--- config.mk ---
export PLATFORM = sky130hd
export DESIGN_NAME = scariv_brtag_allocator_flat
export DESIGN_NICKNAME = d
export VERILOG_FILES = /design/src/rtl/scariv_brtag_allocator_if.sv /design/src/rtl/scariv_brtag_allocator.sv /design/src/flat_wrapper.sv
export SDC_FILE = /design/constraint.sdc
export NUM_CORES = 1
export LEC_CHECK = 0
export CAP_MARGIN = 5
export CORE_MARGIN = 2
export CORE_UTILIZATION = 30
export DETAILED_ROUTE_END_ITERATION = 7
export HOLD_SLACK_MARGIN = 0.03
export SETUP_SLACK_MARGIN = 0.3
export SLEW_MARGIN = 20
export SYNTH_ARGS = -nofsm -noshare
export SYNTH_HDL_FRONTEND = slang
export SYNTH_SLANG_ARGS = --single-unit
--- constraint.sdc ---
create_clock -name i_clk -period 5.3 [get_ports i_clk]
set_clock_uncertainty 0.1 [all_clocks]
set_input_delay 0.53 -clock i_clk [delete_from_list [all_inputs] [get_ports i_clk]]
set_output_delay 0.53 -clock i_clk [all_outputs]
set_load 0.005 [all_outputs]
--- src/rtl/scariv_brtag_allocator_if.sv ---
// Dispatch / resolution bundle between the branch-tag allocator and its
// neighbours; master is the pipeline side, slave is the allocator.
interface scariv_brtag_allocator_if #(
  parameter int ENTRY_SIZE = 8,
  parameter int DISP_SIZE  = 4,
  parameter int TAG_W      = $clog2(ENTRY_SIZE)
);
  logic                       i_disp_valid;
  logic [DISP_SIZE-1:0]       i_disp_br;
  logic                       o_disp_ready;
  logic [DISP_SIZE*TAG_W-1:0] o_brtag;
  logic [DISP_SIZE-1:0]       o_snap_wr;
  logic                       i_res_valid;
  logic [TAG_W-1:0]           i_res_brtag;
  logic                       i_res_mispred;
  logic                       i_flush;
  logic                       o_restore_valid;
  logic [TAG_W-1:0]           o_restore_brtag;
  logic [TAG_W:0]             o_free_cnt;
  logic                       o_full;
  logic                       o_empty;

  modport master (
    output i_disp_valid, i_disp_br,
    output i_res_valid, i_res_brtag,
    output i_res_mispred, i_flush,
    input  o_disp_ready, o_brtag, o_snap_wr,
    input  o_restore_valid, o_restore_brtag,
    input  o_free_cnt, o_full, o_empty
  );

  modport slave (
    input  i_disp_valid, i_disp_br,
    input  i_res_valid, i_res_brtag,
    input  i_res_mispred, i_flush,
    output o_disp_ready, o_brtag, o_snap_wr,
    output o_restore_valid, o_restore_brtag,
    output o_free_cnt, o_full, o_empty
  );
endinterface

--- src/rtl/scariv_brtag_allocator.sv ---
// Branch-tag allocator: circular queue of snapshot slots handed out in
// age order, retired in order, rolled back on a mispredict.
module scariv_brtag_allocator #(
  parameter int ENTRY_SIZE    = 8,
  parameter int DISP_SIZE     = 4,
  parameter int BRU_DISP_SIZE = 2,
  parameter int TAG_W         = $clog2(ENTRY_SIZE)
) (
  input logic i_clk,
  input logic i_reset,
  scariv_brtag_allocator_if.slave bus
);

  localparam int PW  = TAG_W + 1;
  localparam int CW0 = $clog2(DISP_SIZE + 1);
  localparam int NW  = (CW0 > PW) ? CW0 : PW;

  typedef logic [TAG_W-1:0] tag_t;
  typedef logic [PW-1:0]    ptr_t;

  ptr_t                  r_head, r_tail;
  ptr_t                  head_n, tail_n;
  logic [ENTRY_SIZE-1:0] r_valid, r_done;
  logic [ENTRY_SIZE-1:0] valid_n, done_n;
  logic                  r_restore_valid;
  tag_t                  r_restore_brtag;

  ptr_t                       cnt, free_cnt;
  logic [NW-1:0]              n_br;
  tag_t                       alloc_tag [DISP_SIZE];
  logic [DISP_SIZE*TAG_W-1:0] brtag_flat;
  logic                       ready, fire;
  logic                       hit, res_ok, res_mis;
  tag_t                       res_tag, hidx, h1, dist_t, dist_i;
  logic                       ret0, ret1;

  assign cnt      = r_tail - r_head;
  assign free_cnt = ptr_t'(ENTRY_SIZE) - cnt;
  assign hidx     = r_head[TAG_W-1:0];
  assign h1       = hidx + tag_t'(1);

  // j-th branch slot gets tail + j
  always_comb begin
    n_br       = '0;
    brtag_flat = '0;
    for (int k = 0; k < DISP_SIZE; k++) begin
      alloc_tag[k] = '0;
      if (bus.i_disp_br[k]) begin
        alloc_tag[k] = r_tail[TAG_W-1:0] + n_br[TAG_W-1:0];
        n_br         = n_br + NW'(1);
      end
      brtag_flat[k*TAG_W +: TAG_W] = alloc_tag[k];
    end
  end

  assign ready = !bus.i_flush
               & !(bus.i_res_valid & bus.i_res_mispred)
               & (n_br <= NW'(BRU_DISP_SIZE))
               & (n_br <= NW'(free_cnt));
  assign fire  = bus.i_disp_valid & ready;

  assign res_tag = bus.i_res_brtag;
  assign hit     = bus.i_res_valid & r_valid[res_tag];
  assign res_ok  = hit & !bus.i_res_mispred;
  assign res_mis = hit & bus.i_res_mispred;
  assign dist_t  = res_tag - hidx;

  assign ret0 = r_valid[hidx] & r_done[hidx];
  assign ret1 = ret0 & r_valid[h1] & r_done[h1];

  always_comb begin
    valid_n = r_valid;
    done_n  = r_done;
    head_n  = r_head;
    tail_n  = r_tail;
    dist_i  = '0;
    if (fire) begin
      for (int k = 0; k < DISP_SIZE; k++) begin
        if (bus.i_disp_br[k]) begin
          valid_n[alloc_tag[k]] = 1'b1;
          done_n[alloc_tag[k]]  = 1'b0;
        end
      end
      tail_n = r_tail + ptr_t'(n_br);
    end
    if (res_ok) begin
      done_n[res_tag] = 1'b1;
    end
    // squash everything younger than the mispredicted branch
    if (res_mis) begin
      for (int i = 0; i < ENTRY_SIZE; i++) begin
        dist_i = tag_t'(i) - hidx;
        if (dist_i > dist_t) begin
          valid_n[i] = 1'b0;
          done_n[i]  = 1'b0;
        end
      end
      done_n[res_tag] = 1'b1;
      tail_n = r_head + ptr_t'(dist_t) + ptr_t'(1);
    end
    if (ret0) begin
      valid_n[hidx] = 1'b0;
      done_n[hidx]  = 1'b0;
    end
    if (ret1) begin
      valid_n[h1] = 1'b0;
      done_n[h1]  = 1'b0;
    end
    head_n = r_head + ptr_t'(ret0) + ptr_t'(ret1);
    if (bus.i_flush) begin
      valid_n = '0;
      done_n  = '0;
      head_n  = '0;
      tail_n  = '0;
    end
  end

  always_ff @(posedge i_clk or posedge i_reset) begin
    if (i_reset) begin
      r_head          <= '0;
      r_tail          <= '0;
      r_valid         <= '0;
      r_done          <= '0;
      r_restore_valid <= 1'b0;
      r_restore_brtag <= '0;
    end else begin
      r_head          <= head_n;
      r_tail          <= tail_n;
      r_valid         <= valid_n;
      r_done          <= done_n;
      r_restore_valid <= res_mis & !bus.i_flush;
      if (res_mis & !bus.i_flush) begin
        r_restore_brtag <= res_tag;
      end
    end
  end

  assign bus.o_disp_ready    = ready;
  assign bus.o_brtag         = brtag_flat;
  assign bus.o_snap_wr       = bus.i_disp_br & {DISP_SIZE{fire}};
  assign bus.o_restore_valid = r_restore_valid;
  assign bus.o_restore_brtag = r_restore_brtag;
  assign bus.o_free_cnt      = free_cnt;
  assign bus.o_full          = (free_cnt == '0);
  assign bus.o_empty         = (cnt == '0);

endmodule

--- src/flat_wrapper.sv ---
// flat-port wrapper written by rule: the top's interface ports become plain ports
module scariv_brtag_allocator_flat 
#(
  parameter int ENTRY_SIZE    = 8,
  parameter int DISP_SIZE     = 4,
  parameter int BRU_DISP_SIZE = 2,
  parameter int TAG_W         = $clog2(ENTRY_SIZE)
)
  (i_clk, i_reset, bus_i_disp_valid, bus_i_disp_br, bus_i_res_valid, bus_i_res_brtag, bus_i_res_mispred, bus_i_flush, bus_o_disp_ready, bus_o_brtag, bus_o_snap_wr, bus_o_restore_valid, bus_o_restore_brtag, bus_o_free_cnt, bus_o_full, bus_o_empty);
  scariv_brtag_allocator_if #(.ENTRY_SIZE(ENTRY_SIZE), .DISP_SIZE(DISP_SIZE), .TAG_W(TAG_W)) bus_i ();
  input logic i_clk;
  input logic i_reset;
  input wire logic [$bits(bus_i.i_disp_valid)-1:0] bus_i_disp_valid;
  input wire logic [$bits(bus_i.i_disp_br)-1:0] bus_i_disp_br;
  input wire logic [$bits(bus_i.i_res_valid)-1:0] bus_i_res_valid;
  input wire logic [$bits(bus_i.i_res_brtag)-1:0] bus_i_res_brtag;
  input wire logic [$bits(bus_i.i_res_mispred)-1:0] bus_i_res_mispred;
  input wire logic [$bits(bus_i.i_flush)-1:0] bus_i_flush;
  output wire logic [$bits(bus_i.o_disp_ready)-1:0] bus_o_disp_ready;
  output wire logic [$bits(bus_i.o_brtag)-1:0] bus_o_brtag;
  output wire logic [$bits(bus_i.o_snap_wr)-1:0] bus_o_snap_wr;
  output wire logic [$bits(bus_i.o_restore_valid)-1:0] bus_o_restore_valid;
  output wire logic [$bits(bus_i.o_restore_brtag)-1:0] bus_o_restore_brtag;
  output wire logic [$bits(bus_i.o_free_cnt)-1:0] bus_o_free_cnt;
  output wire logic [$bits(bus_i.o_full)-1:0] bus_o_full;
  output wire logic [$bits(bus_i.o_empty)-1:0] bus_o_empty;
  assign bus_i.i_disp_valid = bus_i_disp_valid;
  assign bus_i.i_disp_br = bus_i_disp_br;
  assign bus_i.i_res_valid = bus_i_res_valid;
  assign bus_i.i_res_brtag = bus_i_res_brtag;
  assign bus_i.i_res_mispred = bus_i_res_mispred;
  assign bus_i.i_flush = bus_i_flush;
  assign bus_o_disp_ready = bus_i.o_disp_ready;
  assign bus_o_brtag = bus_i.o_brtag;
  assign bus_o_snap_wr = bus_i.o_snap_wr;
  assign bus_o_restore_valid = bus_i.o_restore_valid;
  assign bus_o_restore_brtag = bus_i.o_restore_brtag;
  assign bus_o_free_cnt = bus_i.o_free_cnt;
  assign bus_o_full = bus_i.o_full;
  assign bus_o_empty = bus_i.o_empty;
  scariv_brtag_allocator #(.ENTRY_SIZE(ENTRY_SIZE), .DISP_SIZE(DISP_SIZE), .BRU_DISP_SIZE(BRU_DISP_SIZE), .TAG_W(TAG_W)) u_core (.i_clk(i_clk), .i_reset(i_reset), .bus(bus_i));
endmodule
==> impl_metrics.yaml, run 1 <==
synth:
  synthFlopType: "dfrtp_1"
  yosys.area_share.simple: 0.219
  synth.net_count: 484
  synthCells: 421
  synth_edf_count: 0
  muxShareOfSynthArea: 0.0406
  synth_compound_area_frac: 0.219
  synth_area_um2: 3480
  synth_adder_area_share: 0.195
  netlist.area_leader.share: 0.201
  async_reset_ff_frac: 1.00
  yosys.area.top_type: "dfrtp_1"
  synth_warnings: 0
  synth-xor-area-share: 0.0554
  synth_top_family_by_area: "simple AND/OR/NAND/NOR gates"
  avgSynthCellArea_um2: 8.26
  yosysUniqueCellTypes: 64
  yosys-top-cells-area: "dfrtp_1, ha_1, inv_1"
  ys_seq_area_frac: 0.201
  yosys_register_bits: 28
final_layout:
  ff_latch_area_um2: 702
  fin_util: 0.367
  multiInputGateArea_um2: 2560
  num-fill-cells: 1172
  antenna_cells: 0
  nets: 520
  drive_above_1_share: 0.0746
  syn2layout_area_growth_pct: 19.9
worst_hold_path:
  hold_path.class: "reg -> reg"
global_routing:
  grt_pass1_vias: 3199
  overflow: 0
  grtUsageTotal: 0.162
  antenna_found_initial: 0
  grt_pass1_wl_um: 16600
  grt_start_max_net_pins: 29
run_status:
  status: "finished clean"
sta:
  tightest_slew_ns: 0.798
  slew_violations: 0
  relSlewSlack: 0.467
  final.setup.tns_ns: 0
  setup_violations: 0
  setup_slack_ns: 0.569
  hold_viol_final: 0
  rsz0062_at_grt: "false"
  period_share: 0.893
  finalCriticalPeriod_ns: 4.73
  fmax_mhz: 211
floorplanning:
  die_area_um2: 12500
  row_count: 39
  num_io_pins: 40
  fp.coreArea_um2: 11400
  start_util: 0.306
  die_h_um: 112
  die_w_um: 112
clocking:
  worstSkewPairLatency_ns: 0.27
  path_clk_slew_ns: 0.07
  cts_sinks: 28
  cts_buffer_depth: 2
  numCtsBuffers: 3
  htree_levels: 1
  cts_tree: "done"
  cts_root_buf: "clkbuf_16"
  holdBufCountCts: 0
critical_path:
  required_ns: 4.67
  critPathSlowestCell: "clkdlybuf4s50_1"
  cp_cell_sequence: "clkdlybuf4s50_1 -> inv_1 -> ha_2 -> xor2_2 -> ha_1 -> nand2_1 -> xor2_2 -> ha_1 -> a21oi_1 -> o221ai_1 -> a21o_2 -> nor4_1 -> clkdlybuf4s50_1"
  endpoint_kind: "output port"
  cp_max_fo: 8
  worst_ep_arrival_time_ns: 4.10
  start_kind: "primary input"
  worstSetupPathType: "in -> out"
  slowest_delay_ns: 0.60
route:
  drtIter0Drc: 314
  firstDrtPassIters: 5
  wl_per_cell_um: 16.8
  drt_wl_total_um: 10100
  drc: 0
  avgViaCountPerCell: 5.48
  ant_nets: 0
  via_count: 3283
placement:
  port_buffers: 39
  pre_cts_ws_ns: 0.346
  hpwlAfterDp_um: 7980
  place.gp.congestion: 0.908
power_and_ir_drop:
  pwr_density_cell_nw_per_um2: 227
  p_total_uw: 946
  p_leak_uw: 0.00179
  peakVddDrop_mv: 0.163
job:
  cap_viol_max_count: 0
==> critical path: cells and delay by family <==
family	cells	cell delay (ns)
buffers and inverters	3	1.24
AND/OR/NAND/NOR	2	0.28
XOR/XNOR	2	0.45
AO/OA/AOI/OAI	3	0.65
adder cells (fa/ha/maj)	3	0.94
==> worst paths after layout <==
check	from	cells past startpoint	to	slack [ns]
setup / recovery	bus_i_disp_br[1]	13	bus_o_disp_ready	0.57
hold / removal	u_core.bus.o_restore_brtag[2]$_DFFE_PP0P_	1	u_core.bus.o_restore_brtag[2]$_DFFE_PP0P_	0.41
setup reg to reg	u_core.r_head[1]$_DFF_PP0_	14	u_core.r_done[2]$_DFF_PP0_	1.35
hold reg to reg	u_core.bus.o_restore_brtag[2]$_DFFE_PP0P_	1	u_core.bus.o_restore_brtag[2]$_DFFE_PP0P_	0.41
max in group asynchronous	i_reset	2	u_core.r_head[1]$_DFF_PP0_	4.12
min in group asynchronous	i_reset	2	u_core.bus.o_restore_brtag[0]$_DFFE_PP0P_	0.55
==> per-stage QoR <==
stage	area [µm²]	cells	hold slack, ns
6_report	4170	599	0.413
2_1_floorplan	3480	421	0.391
3_5_place_dp	4030	593	0.399
4_1_cts	4130	597	0.417
5_1_grt	4170	599	0.441
3_3_place_gp	4030	593	0.394
==> cells in the mapped netlist, types with 4 or more instances <==
master,number
nand3_1,15
ha_1,43
o221ai_1,5
o21ai_0,16
a21o_1,7
a32oi_1,4
clkbuf_1,8
mux2_2,5
fa_1,7
nand2_1,28
and3_1,8
a21oi_1,28
nand2b_1,7
nor3b_1,4
buf_2,7
nor2b_1,7
dfrtp_1,28
xor2_1,10
o211ai_1,7
nor3_1,11
and2_1,9
mux2i_1,4
inv_1,44
a211oi_1,8
nor2_1,27
nand3b_1,4
xnor2_1,12
==> layout make-up <==
class / instances / area share
sequential: 28 / 0.168
timing repair buffer: 48 / 0.110
inverter: 44 / 0.0396
multi-input combinational: 332 / 0.614
clock buffer: 3 / 0.0180
tap: 143 / 0.0429
clock inverter: 1 / 0.00720
==> cell usage in the layout, fill, tap and decap left out, types with 11 or more instances in the layout <==
master           Yosys  routed
a21oi_1             28      27
nand2_1             28      28
ha_1                43      42
xnor2_1             12      12
inv_1               44      43
nor2_1              27      27
nor3_1              11      11
dfrtp_1             28      27
nand3_1             15      15
o21ai_0             16      16
clkdlybuf4s50_1      0      39
==> flip-flops by register name, summed over array words and instances, names as in the netlist <==
signal and cells:
u_core.r_done 8, u_core.r_valid 8, u_core.r_head 4, u_core.r_tail 4
u_core.bus.o_restore_brtag 3, u_core.bus.o_restore_valid 1
==> layer usage <==
metal,vias up,part of all wire,GRT usage
met5,-,0,0
met4,0,0.013,0.0313
met3,15,0.051,0.0289
met2,102,0.46,0.255
met1,1579,0.48,0.235
li1,1587,-,-
==> kinds of logic after synthesis <==
kind of cell               Yosys count
AOI/OAI and AO/OA                  109
xor gates and xnor gates            22
adders and majority gates           50
buffers and inverters               61
DFF                                 28
muxes                               11
other                                1
and+or+nand+nor                    139
==> where the power goes <==
| group | internal, µW | switching, µW | leakage [µW] |
|---|---|---|---|
| Combinational | 218 | 253 | 0.00136 |
| Clock | 151 | 82.1 | 0.0000511 |
| Sequential | 227 | 14.2 | 0.000382 |
| Total | 596 | 349 | 0.00179 |
==> timing repair <==
action                     4_1_cts  5_1_grt
gates resized for setup          0        6
setup endpoints to repair        0        5
buffers inserted                 0        2
No activity file was read; power rests on OpenSTA's default activity.
==> run 2, diff against run 1 <==
--- a/config.mk
+++ b/config.mk
@@ -7,5 +7,5 @@
 export LEC_CHECK = 0
 export CAP_MARGIN = 5
-export CORE_MARGIN = 2
+export CORE_MARGIN = 4
 export CORE_UTILIZATION = 30
 export DETAILED_ROUTE_END_ITERATION = 7
--- a/constraint.sdc
+++ b/constraint.sdc
@@ -3,3 +3,3 @@
 set_input_delay 0.53 -clock i_clk [delete_from_list [all_inputs] [get_ports i_clk]]
 set_output_delay 0.53 -clock i_clk [all_outputs]
-set_load 0.005 [all_outputs]
+set_load 0.02 [all_outputs]
==> impl_metrics.yaml, run 2 (synthesis results as in run 1) <==
clocking:
  holdBufCountCts: 0
  htree_levels: 1
  cts_buffer_depth: 2
  numCtsBuffers: 3
  post_cts_buffers: 0
  cts_tree: "done"
  cts_root_buf: "clkbuf_16"
  cts_sinks: 28
  worstSkewPairLatency_ns: 0.26
  path_clk_slew_ns: 0.07
sta:
  final.setup.tns_ns: 0
  slew_violations: 0
  fmax_mhz: 215
  period_share: 0.877
  rsz0062_at_grt: "false"
  setup_slack_ns: 0.651
  finalCriticalPeriod_ns: 4.65
  relSlewSlack: 0.443
  whs_ns: 0.413
  setup_violations: 0
  hold_viol_final: 0
  tightest_slew_ns: 0.833
final_layout:
  final_cell_count_no_fill: 597
  multiInputGateArea_um2: 2560
  syn2layout_area_growth_pct: 19.5
  postLayoutCellArea_um2: 4160
  nets: 518
  top_regs: "u_core.r_done (8), u_core.r_valid (8)"
  num-fill-cells: 1169
  layout_common_cells: "inv_1, ha_1, clkdlybuf4s50_1"
  ff_latch_area_um2: 701
  antenna_cells: 0
  drive_above_1_share: 0.0639
global_routing:
  grt_start_max_net_pins: 29
  grt_pass1_vias: 3194
  grt_pass1_wl_um: 16500
  overflow: 0
  grtUsageTotal: 0.152
  antenna_found_initial: 0
placement:
  hpwlAfterDp_um: 8040
  port_buffers: 39
  placed_cells: 593
  place.gp.congestion: 0.903
  dpl_cell_area_um2: 4030
  pre_cts_ws_ns: 0.270
power_and_ir_drop:
  pwr_density_cell_nw_per_um2: 240
  p_leak_uw: 0.00184
  peakVddDrop_mv: 0.153
route:
  highest_layer: "met4"
  drc: 0
  dr_wl_met2_um: 4700
  ant_nets: 0
  drtIter0Drc: 223
  via_count: 3266
  wl_met3_um: 510
  firstDrtPassIters: 5
  avgViaCountPerCell: 5.47
  wl_met1_um: 4650
  drt_wl_total_um: 9980
  wl_per_cell_um: 16.7
critical_path:
  required_ns: 4.67
  endpoint_kind: "output port"
  start_kind: "primary input"
  worst_ep_arrival_time_ns: 4.02
  cp_max_fo: 7
  worstSetupPathType: "in -> out"
floorplanning:
  die_h_um: 116
  row_count: 39
  fp.coreArea_um2: 11400
  die_w_um: 116
  die_area_um2: 13400
  num_io_pins: 40
  start_util: 0.306
run_status:
  status: "finished clean"
job:
  cap_viol_max_count: 0
worst_hold_path:
  hold_path.class: "reg -> reg"
==> run 2: area by class of cell <==
cell class,count,share of cell area
clock inverters,1,0.00722
repair buffers,46,0.108
well taps,143,0.0430
inverters,44,0.0397
multi-input cells,332,0.615
flip-flops and latches,28,0.169
clock buffers,3,0.0181
==> run 2: final timing paths <==
kind | startpoint | end | slack [ns] | cells after the start
max | bus_i_disp_br[0] | bus_o_snap_wr[2] | 0.65 | 12
min | u_core.bus.o_restore_brtag[1]$_DFFE_PP0P_ | u_core.bus.o_restore_brtag[1]$_DFFE_PP0P_ | 0.41 | 1
max reg2reg | u_core.r_tail[0]$_DFFE_PP0P_ | u_core.r_done[2]$_DFF_PP0_ | 1.49 | 15
min reg2reg | u_core.bus.o_restore_brtag[1]$_DFFE_PP0P_ | u_core.bus.o_restore_brtag[1]$_DFFE_PP0P_ | 0.41 | 1
max in group asynchronous | i_reset | u_core.r_head[2]$_DFF_PP0_ | 4.16 | 2
min in group asynchronous | i_reset | u_core.bus.o_restore_valid$_DFF_PP0_ | 0.55 | 2
==> run 2: power by group <==
| group | leakage (µW) | internal (µW) | switching, µW | total (µW) |
|---|---|---|---|---|
| combinational | 0.00141 | 222 | 303 | 526 |
| clock | 0.0000511 | 151 | 77.6 | 228 |
| sequential | 0.000384 | 228 | 15.3 | 243 |
==> run 2: metal layers <==
layer | global-route usage | up-vias
met3 | 0.0188 | 10
met1 | 0.215 | 1572
met4 | 0.0247 | 0
li1 | - | 1581
met5 | 0 | -
met2 | 0.255 | 103
==> run 2: what timing repair did <==
item,in CTS,in global routing
gates resized for setup,1,5
pin swaps,0,0
endpoints found under the hold margin,0,0
endpoints found under the setup margin,1,5
==> run 2: per-stage QoR <==
| stage | power [µW] | utilization |
|---|---|---|
| 6_report | 997 | 0.366 |
| 5_1_grt | 1060 | 0.366 |
| 4_1_cts | 1000 | 0.364 |
| 3_5_place_dp | 769 | 0.354 |
| 3_3_place_gp | 760 | 0.354 |
| 2_1_floorplan | 587 | - |
==> run 2: critical path, cell delays in order <==
cell and delay (ns):
clkdlybuf4s50_1 0.59, inv_1 0.09, ha_1 0.42, xor2_2 0.25, ha_1 0.30, mux2_2 0.32
ha_1 0.30, nand3_1 0.08, o221ai_1 0.14, a21oi_1 0.23, and3_1 0.18, clkdlybuf4s50_1 0.60
==> run 3, diff against run 2 <==
Settings changed: CAP_MARGIN 5 to default.
==> results of run 3 <==
The final DEF is identical to that of run 2; final timing and power are the same.
